--- config.mk ---
export PLATFORM = sky130hd
export DESIGN_NAME = uart_loader
export DESIGN_NICKNAME = d
export VERILOG_FILES = /design/src/rtl/loader_pkg.sv /design/src/rtl/uart_rx_byte.sv /design/src/rtl/uart_loader.sv
export SDC_FILE = /design/constraint.sdc
export NUM_CORES = 1
export LEC_CHECK = 0
export BUFFER_PORTS_ARGS = -buffer_cell sky130_fd_sc_hd__buf_2
export CELL_PAD_IN_SITES_DETAIL_PLACEMENT = 0
export CELL_PAD_IN_SITES_GLOBAL_PLACEMENT = 2
export CORE_MARGIN = 4
export CORE_UTILIZATION = 38
export CTS_CLUSTER_SIZE = 24
export DETAILED_ROUTE_END_ITERATION = 7
export PLACE_DENSITY = 0.94
export REMOVE_ABC_BUFFERS = 1
export SYNTH_ARGS = -nofsm -noshare
export SYNTH_HDL_FRONTEND = slang
export SYNTH_SLANG_ARGS = --single-unit
--- constraint.sdc ---
create_clock -name clk -period 5.05 [get_ports clk]
set_input_delay 0.7575 -clock clk [delete_from_list [all_inputs] [get_ports clk]]
set_output_delay 0.7575 -clock clk [all_outputs]
set_load 0.02 [all_outputs]
--- src/rtl/loader_pkg.sv ---
// Shared types and constants for the UART boot loader: loader FSM states,
// receiver states and the sync byte that opens every image.
package loader_pkg;

    typedef enum logic [2:0] {
        ST_IDLE,
        ST_COUNT,
        ST_WORD_HI,
        ST_WORD_LO,
        ST_CHECK,
        ST_DONE,
        ST_ERROR
    } loader_state_t;

    typedef enum logic [1:0] {
        RX_IDLE,
        RX_START,
        RX_DATA,
        RX_STOP
    } rx_state_t;

    localparam logic [7:0] LOADER_SYNC_BYTE = 8'hA5;

endpackage

--- src/rtl/uart_rx_byte.sv ---
// 8N1 byte receiver driven by an oversample clock enable; emits one-clk
// strobes for a good byte (rx_valid) or a bad stop bit (rx_ferr).
module uart_rx_byte
    import loader_pkg::*;
#(
    parameter int CLKS_PER_BIT = 8
) (
    input  logic       clk,
    input  logic       reset_n,
    input  logic       ce,
    input  logic       rxd_sync,
    output logic       rx_valid,
    output logic [7:0] rx_byte,
    output logic       rx_ferr
);

    localparam int CW = $clog2(CLKS_PER_BIT);
    localparam logic [CW-1:0] HALF_M1 = CW'(CLKS_PER_BIT / 2 - 1);
    localparam logic [CW-1:0] FULL_M1 = CW'(CLKS_PER_BIT - 1);

    rx_state_t       state_q, state_d;
    logic [CW-1:0]   tick_q, tick_d;
    logic [2:0]      bit_q, bit_d;
    logic [7:0]      shift_q, shift_d;
    logic            prev_q, prev_d;
    logic            valid_q, valid_d;
    logic            ferr_q, ferr_d;

    // Each phase counts down from its delay and acts on the tick that reaches zero.
    always_comb begin
        state_d = state_q;
        tick_d  = tick_q;
        bit_d   = bit_q;
        shift_d = shift_q;
        prev_d  = prev_q;
        valid_d = 1'b0;
        ferr_d  = 1'b0;
        if (ce) begin
            prev_d = rxd_sync;
            unique case (state_q)
                RX_IDLE: begin
                    if (prev_q && !rxd_sync) begin
                        state_d = RX_START;
                        tick_d  = HALF_M1;
                    end
                end
                RX_START: begin
                    if (tick_q != '0) begin
                        tick_d = tick_q - CW'(1);
                    end else if (rxd_sync) begin
                        state_d = RX_IDLE;
                    end else begin
                        state_d = RX_DATA;
                        tick_d  = FULL_M1;
                        bit_d   = 3'd0;
                    end
                end
                RX_DATA: begin
                    if (tick_q != '0) begin
                        tick_d = tick_q - CW'(1);
                    end else begin
                        shift_d = {rxd_sync, shift_q[7:1]};
                        tick_d  = FULL_M1;
                        bit_d   = bit_q + 3'd1;
                        if (bit_q == 3'd7) begin
                            state_d = RX_STOP;
                        end
                    end
                end
                RX_STOP: begin
                    if (tick_q != '0) begin
                        tick_d = tick_q - CW'(1);
                    end else begin
                        state_d = RX_IDLE;
                        valid_d = rxd_sync;
                        ferr_d  = !rxd_sync;
                    end
                end
                default: state_d = RX_IDLE;
            endcase
        end
    end

    always_ff @(posedge clk) begin
        if (!reset_n) begin
            state_q <= RX_IDLE;
            tick_q  <= '0;
            bit_q   <= 3'd0;
            shift_q <= 8'd0;
            prev_q  <= 1'b1;
            valid_q <= 1'b0;
            ferr_q  <= 1'b0;
        end else begin
            state_q <= state_d;
            tick_q  <= tick_d;
            bit_q   <= bit_d;
            shift_q <= shift_d;
            prev_q  <= prev_d;
            valid_q <= valid_d;
            ferr_q  <= ferr_d;
        end
    end

    assign rx_valid = valid_q;
    assign rx_byte  = shift_q;
    assign rx_ferr  = ferr_q;

endmodule

--- src/rtl/uart_loader.sv ---
// Boot loader: receives a checksummed image over UART, writes the 12-bit words
// to memory and holds the core until the whole image has been verified.
module uart_loader
    import loader_pkg::*;
#(
    parameter int CLKS_PER_BIT = 8,
    parameter int ADDR_WIDTH   = 12,
    parameter int BASE_ADDR    = 0,
    parameter int MAX_WORDS    = 255
) (
    input  logic                  clk,
    input  logic                  reset_n,
    input  logic                  ce,
    input  logic                  rxd,
    output logic [ADDR_WIDTH-1:0] mem_addr,
    output logic [11:0]           mem_data,
    output logic                  mem_we,
    output logic                  core_hold,
    output logic                  done,
    output logic                  error
);

    localparam logic [ADDR_WIDTH-1:0] BASE  = ADDR_WIDTH'(BASE_ADDR);
    localparam logic [8:0]            MAX_N = 9'(MAX_WORDS);

    logic rxd_meta_q, rxd_sync_q;
    logic rx_valid, rx_ferr;
    logic [7:0] rx_byte;

    loader_state_t         state_q, state_d;
    logic [7:0]            count_q, count_d;
    logic [7:0]            idx_q, idx_d;
    logic [7:0]            chk_q, chk_d;
    logic [3:0]            nib_q, nib_d;
    logic [ADDR_WIDTH-1:0] addr_q, addr_d;
    logic [11:0]           data_q, data_d;
    logic                  we_q, we_d;

    always_ff @(posedge clk) begin
        if (!reset_n) begin
            rxd_meta_q <= 1'b1;
            rxd_sync_q <= 1'b1;
        end else begin
            rxd_meta_q <= rxd;
            rxd_sync_q <= rxd_meta_q;
        end
    end

    uart_rx_byte #(.CLKS_PER_BIT(CLKS_PER_BIT)) u_rx (
        .clk      (clk),
        .reset_n  (reset_n),
        .ce       (ce),
        .rxd_sync (rxd_sync_q),
        .rx_valid (rx_valid),
        .rx_byte  (rx_byte),
        .rx_ferr  (rx_ferr)
    );

    // ERROR behaves like IDLE so a fresh sync byte restarts the load.
    always_comb begin
        state_d = state_q;
        count_d = count_q;
        idx_d   = idx_q;
        chk_d   = chk_q;
        nib_d   = nib_q;
        addr_d  = addr_q;
        data_d  = data_q;
        we_d    = 1'b0;
        if (rx_ferr && state_q != ST_DONE) begin
            state_d = ST_ERROR;
        end else if (rx_valid) begin
            unique case (state_q)
                ST_IDLE, ST_ERROR: begin
                    if (rx_byte == LOADER_SYNC_BYTE) begin
                        state_d = ST_COUNT;
                    end
                end
                ST_COUNT: begin
                    if (rx_byte == 8'd0 || {1'b0, rx_byte} > MAX_N) begin
                        state_d = ST_ERROR;
                    end else begin
                        count_d = rx_byte;
                        chk_d   = rx_byte;
                        idx_d   = 8'd0;
                        state_d = ST_WORD_HI;
                    end
                end
                ST_WORD_HI: begin
                    if (rx_byte[7:4] != 4'd0) begin
                        state_d = ST_ERROR;
                    end else begin
                        nib_d   = rx_byte[3:0];
                        chk_d   = chk_q ^ rx_byte;
                        state_d = ST_WORD_LO;
                    end
                end
                ST_WORD_LO: begin
                    we_d    = 1'b1;
                    addr_d  = BASE + ADDR_WIDTH'(idx_q);
                    data_d  = {nib_q, rx_byte};
                    chk_d   = chk_q ^ rx_byte;
                    idx_d   = idx_q + 8'd1;
                    state_d = (idx_q + 8'd1 == count_q) ? ST_CHECK : ST_WORD_HI;
                end
                ST_CHECK: begin
                    state_d = (rx_byte == chk_q) ? ST_DONE : ST_ERROR;
                end
                default: ;
            endcase
        end
    end

    always_ff @(posedge clk) begin
        if (!reset_n) begin
            state_q <= ST_IDLE;
            count_q <= 8'd0;
            idx_q   <= 8'd0;
            chk_q   <= 8'd0;
            nib_q   <= 4'd0;
            addr_q  <= '0;
            data_q  <= 12'd0;
            we_q    <= 1'b0;
        end else begin
            state_q <= state_d;
            count_q <= count_d;
            idx_q   <= idx_d;
            chk_q   <= chk_d;
            nib_q   <= nib_d;
            addr_q  <= addr_d;
            data_q  <= data_d;
            we_q    <= we_d;
        end
    end

    assign mem_addr  = addr_q;
    assign mem_data  = data_q;
    assign mem_we    = we_q;
    assign done      = (state_q == ST_DONE);
    assign error     = (state_q == ST_ERROR);
    assign core_hold = (state_q != ST_DONE);

endmodule
==> impl_metrics.toml, run 1 <==
[synthesis]
synth_top_area_share_pct = 39.8
synth.area.top_cells = "dfxtp_1 (40%), nand2_1 (8.7%), a21oi_1 (7.1%), mux2i_1 (5.4%), nor2_1 (3.4%)"
synth.avg_cell_area_um2 = 8.04
yosysTopAreaCell = "dfxtp_1"
synth-warning-count = 0
ys_ff_latch = 73
async_reset_ff_share_pct = 0
synth_edf_count = 0
ys_types = 53
seq_area_frac_synth_pct = 39.8
synth.most_common_cell = "nand2_1"
ys.flop_type = "dfxtp_1"
syn_inst = 457
yosys-top-cells-count = "nand2_1 (85), dfxtp_1 (73), a21oi_1 (52)"
syn_area_mm2 = 0.00367

[timing]
rsz0062_at_grt = "no"
setup_viol_count_final = 0
max_slew_margin_pct = 23.4
min_period_ns = 2.40
report.final.slew_viol_count = 0
skew_ns = 0.00909
tns_ns = 0
fmax_mhz = 416
tightest_slew_ns = 1.15
finalHoldViolCount = 0
post-route-period-util_pct = 47.6

[power_and_ir_drop]
clock_power_share_pct = 43.2
power_frac_seq_pct = 53.5
internal_power_mw = 0.830
comb_power_share_pct = 3.3
power.density_mw_per_mm2 = 269
p_leak_nw = 1.49
p_sw_mw = 0.255
netSwitchingFraction_pct = 23.5
peakVddDrop_mv = 0.138
p_total_mw = 1.09

[critical_path]
worstSetupPathDepth = 4
max_stage_delay_ns = 0.57
worst_ep_arrival_time_ns = 1.65
cp-endpoint = "done"
critPathKind = "flop to output port"
slowest_stage = "dfxtp_1"
required_ns = 4.29
reg2reg_from = "u_rx.rx_byte[5]$_SDFFE_PN0P_"
worst-path-buf-inv = 2
startpoint_type = "flop"
r2r-end = "chk_q[5]$_SDFFE_PN0P_"
crit_path_cell_trace = "nor2b_1, nand2_1, inv_1, buf_2"
rr_worst_depth = 5
regToRegSetupSlack_ns = 2.71
crit_path_max_fanout = 11
cp_top_family = "flip-flops"
startpoint = "state_q[0]$_SDFFE_PP0P_"
endpoint_kind = "output port"

[clocking]
cts_setup_buffers = 0
cts_buffers = 9
cts_resized = 0
htreeDepth = 3
path_clk_slew_ns = 0.08
cts_tree = "done"
clk_latency_ns = 0.35
clock-sinks = 73
hold_buffers = 0
clock_path_buffers = 2
cts-root-buf = "clkbuf_8"

[routing]
drc = 0
num_vias = 3103
vias_per_cell = 5.20
dr.first_iter.drc_count = 133
drt-total-wl_um = 8250
wl_per_cell_um = 13.8
ant_nets = 0
first_pass_iters = 4

[placed_design]
hpwl_um = 5570
place_area_mm2 = 0.00382
gp_congestion = 0.783
port_buffers = 27

[layout]
areaGrowthSynthToFinish_pct = 9.60
layout.nets = 476
drive_gt1_share_pct = 12.4
fill_cells = 955
diodes = 0
post-route-util_pct = 43.2
stdcell_area_mm2 = 0.00403

[global_route]
grt_antenna_before_repair = 0
grt_usage_pct = 15.6
gr-total-overflow = 0
grt_pass1_wl_um = 14500
grt_pass1_vias = 3030
grt_max_degree = 60

[die]
dieArea_mm2 = 0.0113
fp.dieH_um = 106
rows = 35
initial_core_util_pct = 39.4
core-area_mm2 = 0.00933
die_w_um = 106
ios = 32

[run]
drv_cap = 0

[min_path]
min_path_type = "flop to flop"

[run_status]
status = "finished clean"
[flip-flops by register name (all words and copies together) (netlist names), named ones only]
name / cells
count_q: 8
u_rx.state_q: 1
u_rx.bit_q: 3
mem_we: 1
mem_addr: 8
u_rx.tick_q: 3
chk_q: 8
mem_data: 12
u_rx.prev_q: 1
u_rx.rx_byte: 8
nib_q: 4
u_rx.rx_ferr: 1
idx_q: 8
rxd_meta_q: 1
state_q: 3
rxd_sync_q: 1
u_rx.rx_valid: 1
[cell usage in the layout, fill, tap and decap left out, types with 9 or more instances in the layout]
| cell | instances |
|---|---|
| nand2_1 | 85 |
| o21ai_0 | 15 |
| inv_1 | 12 |
| clkbuf_8 | 10 |
| nor2_1 | 33 |
| buf_2 | 27 |
| mux2i_1 | 20 |
| ha_1 | 9 |
| xor2_1 | 10 |
| a21oi_1 | 52 |
| dfxtp_1 | 73 |
[worst min-delay path by stage]
stage	slack, ns	cells past startpoint	end	start
after floorplan	0.39	1	rxd_sync_q$_SDFF_PN1_	rxd_meta_q$_SDFF_PN1_
after global routing	0.44	1	rxd_sync_q$_SDFF_PN1_	rxd_meta_q$_SDFF_PN1_
after detailed placement	0.40	1	rxd_sync_q$_SDFF_PN1_	rxd_meta_q$_SDFF_PN1_
after global placement	0.40	1	rxd_sync_q$_SDFF_PN1_	rxd_meta_q$_SDFF_PN1_
after CTS	0.42	1	rxd_sync_q$_SDFF_PN1_	rxd_meta_q$_SDFF_PN1_
final	0.41	1	rxd_sync_q$_SDFF_PN1_	rxd_meta_q$_SDFF_PN1_
[cells by family (layout without fill, tap and decap cells)]
family	after synthesis	after routing	synth area share, %
AND/OR/NAND/NOR	181	181	24.3
AO/OA/AOI/OAI	108	108	17.6
flip-flops	73	73	39.8
buffers and inverters	49	57	5.96
multiplexers	20	20	5.45
XOR/XNOR	16	16	3.81
adder cells (fa/ha/maj)	9	9	3.07
other	1	4	0.102
[power by group through the flow]
stage | combinational (mW) | sequential (mW) | clock, mW
floorplan | 0.0241 | 0.593 | 0
global placement | 0.0351 | 0.594 | 0
detailed placement | 0.0358 | 0.594 | 0
CTS | 0.0359 | 0.580 | 0.487
global route | 0.0413 | 0.581 | 0.514
finish | 0.0359 | 0.580 | 0.469
[through the flow]
stage	instances	setup slack (ns)	hold WS (ns)
floorplan	423	2.61	0.386
global placement	581	2.80	0.398
detailed placement	581	2.74	0.397
CTS	597	2.65	0.418
global route	597	2.50	0.440
finish	597	2.65	0.414
[layer usage]
metal  track usage, %  share of wire [%]
met5                0                  0
met4             4.44                1.1
met3             4.13                3.5
met2             26.1                 47
met1             19.7                 48
[cell type report]
type | instances | area (um2) | area share (%)
multi-input combinational | 338 | 2000 | 49.8
sequential | 73 | 1460 | 36.3
tap | 129 | 161 | 4.01
timing repair buffer | 29 | 150 | 3.73
clock buffer | 10 | 138 | 3.42
clock inverter | 6 | 66.3 | 1.65
inverter | 12 | 45.0 | 1.12
(Power assumes the default switching activity.)
==> inputs of run 2 (changes only) <==
Settings changed: CORE_UTILIZATION 38 to 35, PLACE_DENSITY 0.94 to 0.88.
Clock period 5.05 ns to 2.22 ns, I/O delays scaled along.
==> impl_metrics.toml, run 2 (synthesized netlist as in run 1, its figures left out) <==
[min_path]
min_path_type = "input port to flop"
hold_depth = 2
min_from = "rxd"
worstHoldEndpoint = "rxd_meta_q$_SDFF_PN1_"

[die]
dieArea_mm2 = 0.0122
core-area_mm2 = 0.0103
initial_core_util_pct = 35.7
die_w_um = 110
rows = 37
ios = 32
fp.dieH_um = 110

[power_and_ir_drop]
power.density_mw_per_mm2 = 588
p_sw_mw = 0.568
comb_power_share_pct = 3.4
p_leak_nw = 1.62
internal_power_mw = 1.91
peakVddDrop_mv = 0.257
power_frac_seq_pct = 53.2
clock_power_share_pct = 43.4
netSwitchingFraction_pct = 22.9

[clocking]
clock-sinks = 73
htreeDepth = 3
cts-root-buf = "clkbuf_8"
clock_path_buffers = 2
cts_resized = 0
cts_buffers = 9
clk_latency_ns = 0.35
cts_tree = "done"
path_clk_slew_ns = 0.08
cts_setup_buffers = 0
hold_buffers = 0

[placed_design]
port_buffers = 27
place_area_mm2 = 0.00402
hpwl_um = 6000
gp_congestion = 0.839

[run_status]
status = "finished clean"

[layout]
diodes = 0
drive_gt1_share_pct = 16.7
final_common_cell = "nand2_1"
post-route-util_pct = 41.1
layout.nets = 501
largest_register_ffs = 12
areaGrowthSynthToFinish_pct = 14.9
final_cell_mix = "nand2_1 (85), dfxtp_1 (73), a21oi_1 (52)"
stdcell_area_mm2 = 0.00422

[global_route]
met3_usage_pct = 3.84
grt_max_degree = 57
grt_pass1_vias = 3105
grt_pass1_wl_um = 15000
busiest_layer = "met2"
use_met1_pct = 18.8
grt_usage_pct = 14.6
grt_antenna_before_repair = 0
gr-total-overflow = 0
grt_use_met2_pct = 24.2

[timing]
min_period_ns = 2.05
finalHoldViolCount = 0
report.final.slew_viol_count = 0
skew_ns = 0.00858
setup_viol_count_final = 0
fmax_mhz = 488
post-route-period-util_pct = 92.2
max_slew_margin_pct = 60.9
tightest_slew_ns = 0.587
hold_ws_ns = 0.167
rsz0062_at_grt = "no"

[routing]
vias_per_cell = 5.03
num_vias = 3157
drc = 0
first_pass_iters = 4
ant_nets = 0
wl_per_cell_um = 13.7
dr.first_iter.drc_count = 158
drt-total-wl_um = 8630

[critical_path]
worst_ep_arrival_time_ns = 2.33
crit_path_max_fanout = 7
critPathKind = "flop to flop"
startpoint_type = "flop"
regToRegSetupSlack_ns = 0.17
r2r-end = "state_q[2]$_SDFFE_PN0P_"
required_ns = 2.50
endpoint_kind = "flop"
rr_worst_depth = 6
reg2reg_from = "idx_q[1]$_SDFFE_PN0P_"

[run]
drv_cap = 0
[run 2: cell count changes in the layout (fill, tap and decap cells not counted), sizes merged]
cell / change
clkbuf: +1
clkinvlp: -2
inv: -1
clkinv: +1
buf: +25
[run 2: power groups by stage]
stage | Clock [mW] | Sequential [mW] | Combinational [mW]
finish | 1.08 | 1.32 | 0.0849
global route | 1.17 | 1.32 | 0.0978
CTS | 1.11 | 1.32 | 0.0858
detailed placement | 0 | 1.35 | 0.0855
global placement | 0 | 1.35 | 0.0837
floorplan | 0 | 1.35 | 0.0548
[run 2: per-stage QoR]
step                      setup TNS, ns  setup slack [ns]  power [mW]  std cells
after floorplan                  -0.222            -0.222        1.40        423
after global placement                0             0.251        1.43        613
after detailed placement              0             0.193        1.44        613
after CTS                             0             0.163        2.52        628
after global routing                  0            0.0555        2.59        628
final                                 0             0.173        2.48        628
[run 2: how the worst max path moves through the flow]
| stage | slack, ns | endpoint | start | cells after the start |
|---|---|---|---|---|
| 2_1_floorplan | -0.22 | idx_q[4]$_SDFFE_PN0P_ | state_q[0]$_SDFFE_PP0P_ | 5 |
| 3_3_place_gp | 0.25 | state_q[2]$_SDFFE_PN0P_ | idx_q[1]$_SDFFE_PN0P_ | 6 |
| 3_5_place_dp | 0.19 | state_q[2]$_SDFFE_PN0P_ | idx_q[1]$_SDFFE_PN0P_ | 6 |
| 4_1_cts | 0.16 | state_q[2]$_SDFFE_PN0P_ | idx_q[1]$_SDFFE_PN0P_ | 6 |
| 5_1_grt | 0.06 | state_q[2]$_SDFFE_PN0P_ | idx_q[1]$_SDFFE_PN0P_ | 6 |
| 6_report | 0.17 | state_q[2]$_SDFFE_PN0P_ | idx_q[1]$_SDFFE_PN0P_ | 6 |
[run 2: critical path, stage by stage, from the launching register on]
cell	delay, ns
dfxtp_1	0.45
ha_1	0.23
xnor2_1	0.06
or4_1	0.40
and4_4	0.19
or4_1	0.52
o21ai_1	0.14
[run 2: final cells by class]
class	count	area, um2
Clock inverter	4	51.3
Timing Repair Buffer	54	338
Clock buffer	11	151
Inverter	12	45.0
Sequential cell	73	1460
Multi-Input combinational cell	338	2000
Tap cell	136	170
Fill cell	1083	6060
[run 2: routing by layer]
layer  vias to the layer above  part of all wire, %  routed length (um)
li1                       1625                    -                   -
met2                        48                   49                4240
met1                      1480                   46                3990
met4                         0                 0.51                  44
met5                         -                    0                   0
met3                         4                  4.2                 359
==> inputs of run 3 (changes only) <==
Settings changed: ABC_AREA set to 1, CORE_ASPECT_RATIO set to 0.5, CORE_UTILIZATION 35 to 34, PLACE_DENSITY 0.88 to 0.89, SLEW_MARGIN set to 20.
==> impl_metrics.toml, run 3 <==
[critical_path]
crit_path_cell_trace = "inv_1, ha_1, inv_1, nor2_1, inv_1, o21ai_0, inv_1, nor3_1, inv_1, o21ai_0, a21oi_1"
startpoint_type = "flop"
cp_top_family = "simple AND/OR/NAND/NOR gates"
endpoint_kind = "flop"
worst_ep_arrival_time_ns = 2.00
crit_path_max_fanout = 5
max_stage_delay_ns = 0.31
slowest_stage = "dfxtp_1"
required_ns = 2.41
worst-path-buf-inv = 5
critPathKind = "flop to flop"
crit_top_cell = "inv_1"

[clocking]
htreeDepth = 3
clock-sinks = 73
path_clk_slew_ns = 0.06
cts_buffers = 9
cts_setup_buffers = 0
clock_path_buffers = 2
cts_tree = "done"
clk_latency_ns = 0.33
cts-root-buf = "clkbuf_16"
cts_resized = 0
hold_buffers = 0

[layout]
layout.nets = 516
post-route-util_pct = 41.8
areaGrowthSynthToFinish_pct = 16.6
largest_register_ffs = 12
drive_gt1_share_pct = 12.8
diodes = 0
stdcell_count = 643
final_cell_mix = "dfxtp_1 (73), nand2_1 (65), a21oi_1 (63)"
final_common_cell = "dfxtp_1"

[synthesis]
synthXorXnorAreaFrac_pct = 2.52
yosysTopAreaCell = "dfxtp_1"
synth.most_common_cell = "dfxtp_1"
synth-warning-count = 0
synth.avg_cell_area_um2 = 7.30
yosys-top-cells-count = "dfxtp_1 (73), nand2_1 (65), a21oi_1 (63)"
synth_fa_ha_area_share_pct = 3.24
syn_area_mm2 = 0.00347
ys.flop_type = "dfxtp_1"
synth-simple-area-share_pct = 22.6
syn_inst = 476
synth_compound_area_share_pct = 20.0
muxShareOfSynthArea_pct = 0
synth.area.top_cells = "dfxtp_1 (42%), a21oi_1 (9.1%), o21ai_0 (8.9%), nand2_1 (7.0%), inv_1 (5.6%)"
synth_edf_count = 0
ys_ff_latch = 73
seq_area_frac_synth_pct = 42.1
synth_top_area_share_pct = 42.1
synth_top_family_by_area = "simple AND/OR/NAND/NOR gates"
ys_types = 34
async_reset_ff_share_pct = 0

[timing]
skew_ns = 0.00640
rsz0062_at_grt = "no"
post-route-period-util_pct = 81.6
fmax_mhz = 552
min_period_ns = 1.81
setup_viol_count_final = 0
tns_ns = 0
report.final.slew_viol_count = 0
max_slew_margin_pct = 60.4
finalHoldViolCount = 0
tightest_slew_ns = 0.593

[global_route]
grt_usage_pct = 14.5
grt_antenna_before_repair = 0
grt_pass1_wl_um = 13800
gr-total-overflow = 0
grt_max_degree = 42
grt_pass1_vias = 2834

[routing]
ant_nets = 0
dr.first_iter.drc_count = 145
drc = 0
wl_per_cell_um = 12.3
first_pass_iters = 4
drt-total-wl_um = 7880
num_vias = 3014
vias_per_cell = 4.69

[power_and_ir_drop]
p_sw_mw = 0.608
clock_power_share_pct = 53.0
power.density_mw_per_mm2 = 738
internal_power_mw = 2.38
comb_power_share_pct = 2.8
power_frac_seq_pct = 44.2
peakVddDrop_mv = 0.334
p_leak_nw = 1.76
netSwitchingFraction_pct = 20.3

[die]
initial_core_util_pct = 35.8
fp.dieH_um = 79.5
dieArea_mm2 = 0.0120
rows = 25
core-area_mm2 = 0.00970
ios = 32
die_w_um = 151

[run_status]
status = "finished clean"

[placed_design]
gp_congestion = 0.802
hpwl_um = 5780
dp_cells = 627
port_buffers = 27

[min_path]
min_path_type = "input port to flop"

[run]
drv_cap = 0
## run 3: per-stage QoR
| step | hold slack [ns] | setup WS, ns | instance area, um2 | power [mW] |
|---|---|---|---|---|
| final | 0.186 | 0.409 | 4050 | 2.99 |
| after global routing | 0.178 | 0.113 | 4050 | 3.11 |
| after floorplan | 0.393 | 0.309 | 3380 | 1.40 |
| after global placement | 0.396 | 0.381 | 3720 | 1.44 |
| after detailed placement | 0.407 | 0.406 | 3720 | 1.44 |
| after CTS | 0.172 | 0.388 | 4050 | 3.03 |
## run 3: final timing paths
kind,start,to,slack [ns],cells past startpoint
min reg2reg,rxd_meta_q$_SDFF_PN1_,rxd_sync_q$_SDFF_PN1_,0.42,1
min,rxd,rxd_meta_q$_SDFF_PN1_,0.19,2
max reg2reg,u_rx.tick_q[0]$_SDFFE_PN0P_,flop,0.41,11
max,u_rx.tick_q[0]$_SDFFE_PN0P_,flop,0.41,11
## run 3: kinds of logic after synthesis
family,Yosys count
AO/OA/AOI/OAI,134
XOR/XNOR,10
adder cells (fa/ha/maj),9
buffers and inverters,78
flip-flops,73
other,1
AND/OR/NAND/NOR,171
## run 3: layout make-up
type,instances,area [um2]
inverter,59,224
tap,135,169
sequential,73,1460
clock inverter,5,77.6
multi-input combinational,328,1690
fill,1031,5650
timing repair buffer,32,173
clock buffer,11,253
## run 3: power groups by stage
stage	Sequential [mW]	Clock [mW]	Combinational, mW
finish	1.32	1.58	0.0841
global route	1.32	1.69	0.0996
CTS	1.32	1.63	0.0855
detailed placement	1.35	0	0.0851
global placement	1.35	0	0.0854
floorplan	1.35	0	0.0541
## run 3: layer usage
| layer | up-vias | GRT usage [%] | part of all wire (%) |
|---|---|---|---|
| met5 | - | 0 | 0 |
| met4 | 0 | 4.43 | 1.1 |
| met3 | 9 | 4.54 | 4.6 |
| met2 | 37 | 22.2 | 43 |
| met1 | 1339 | 19.4 | 51 |
| li1 | 1629 | - | - |
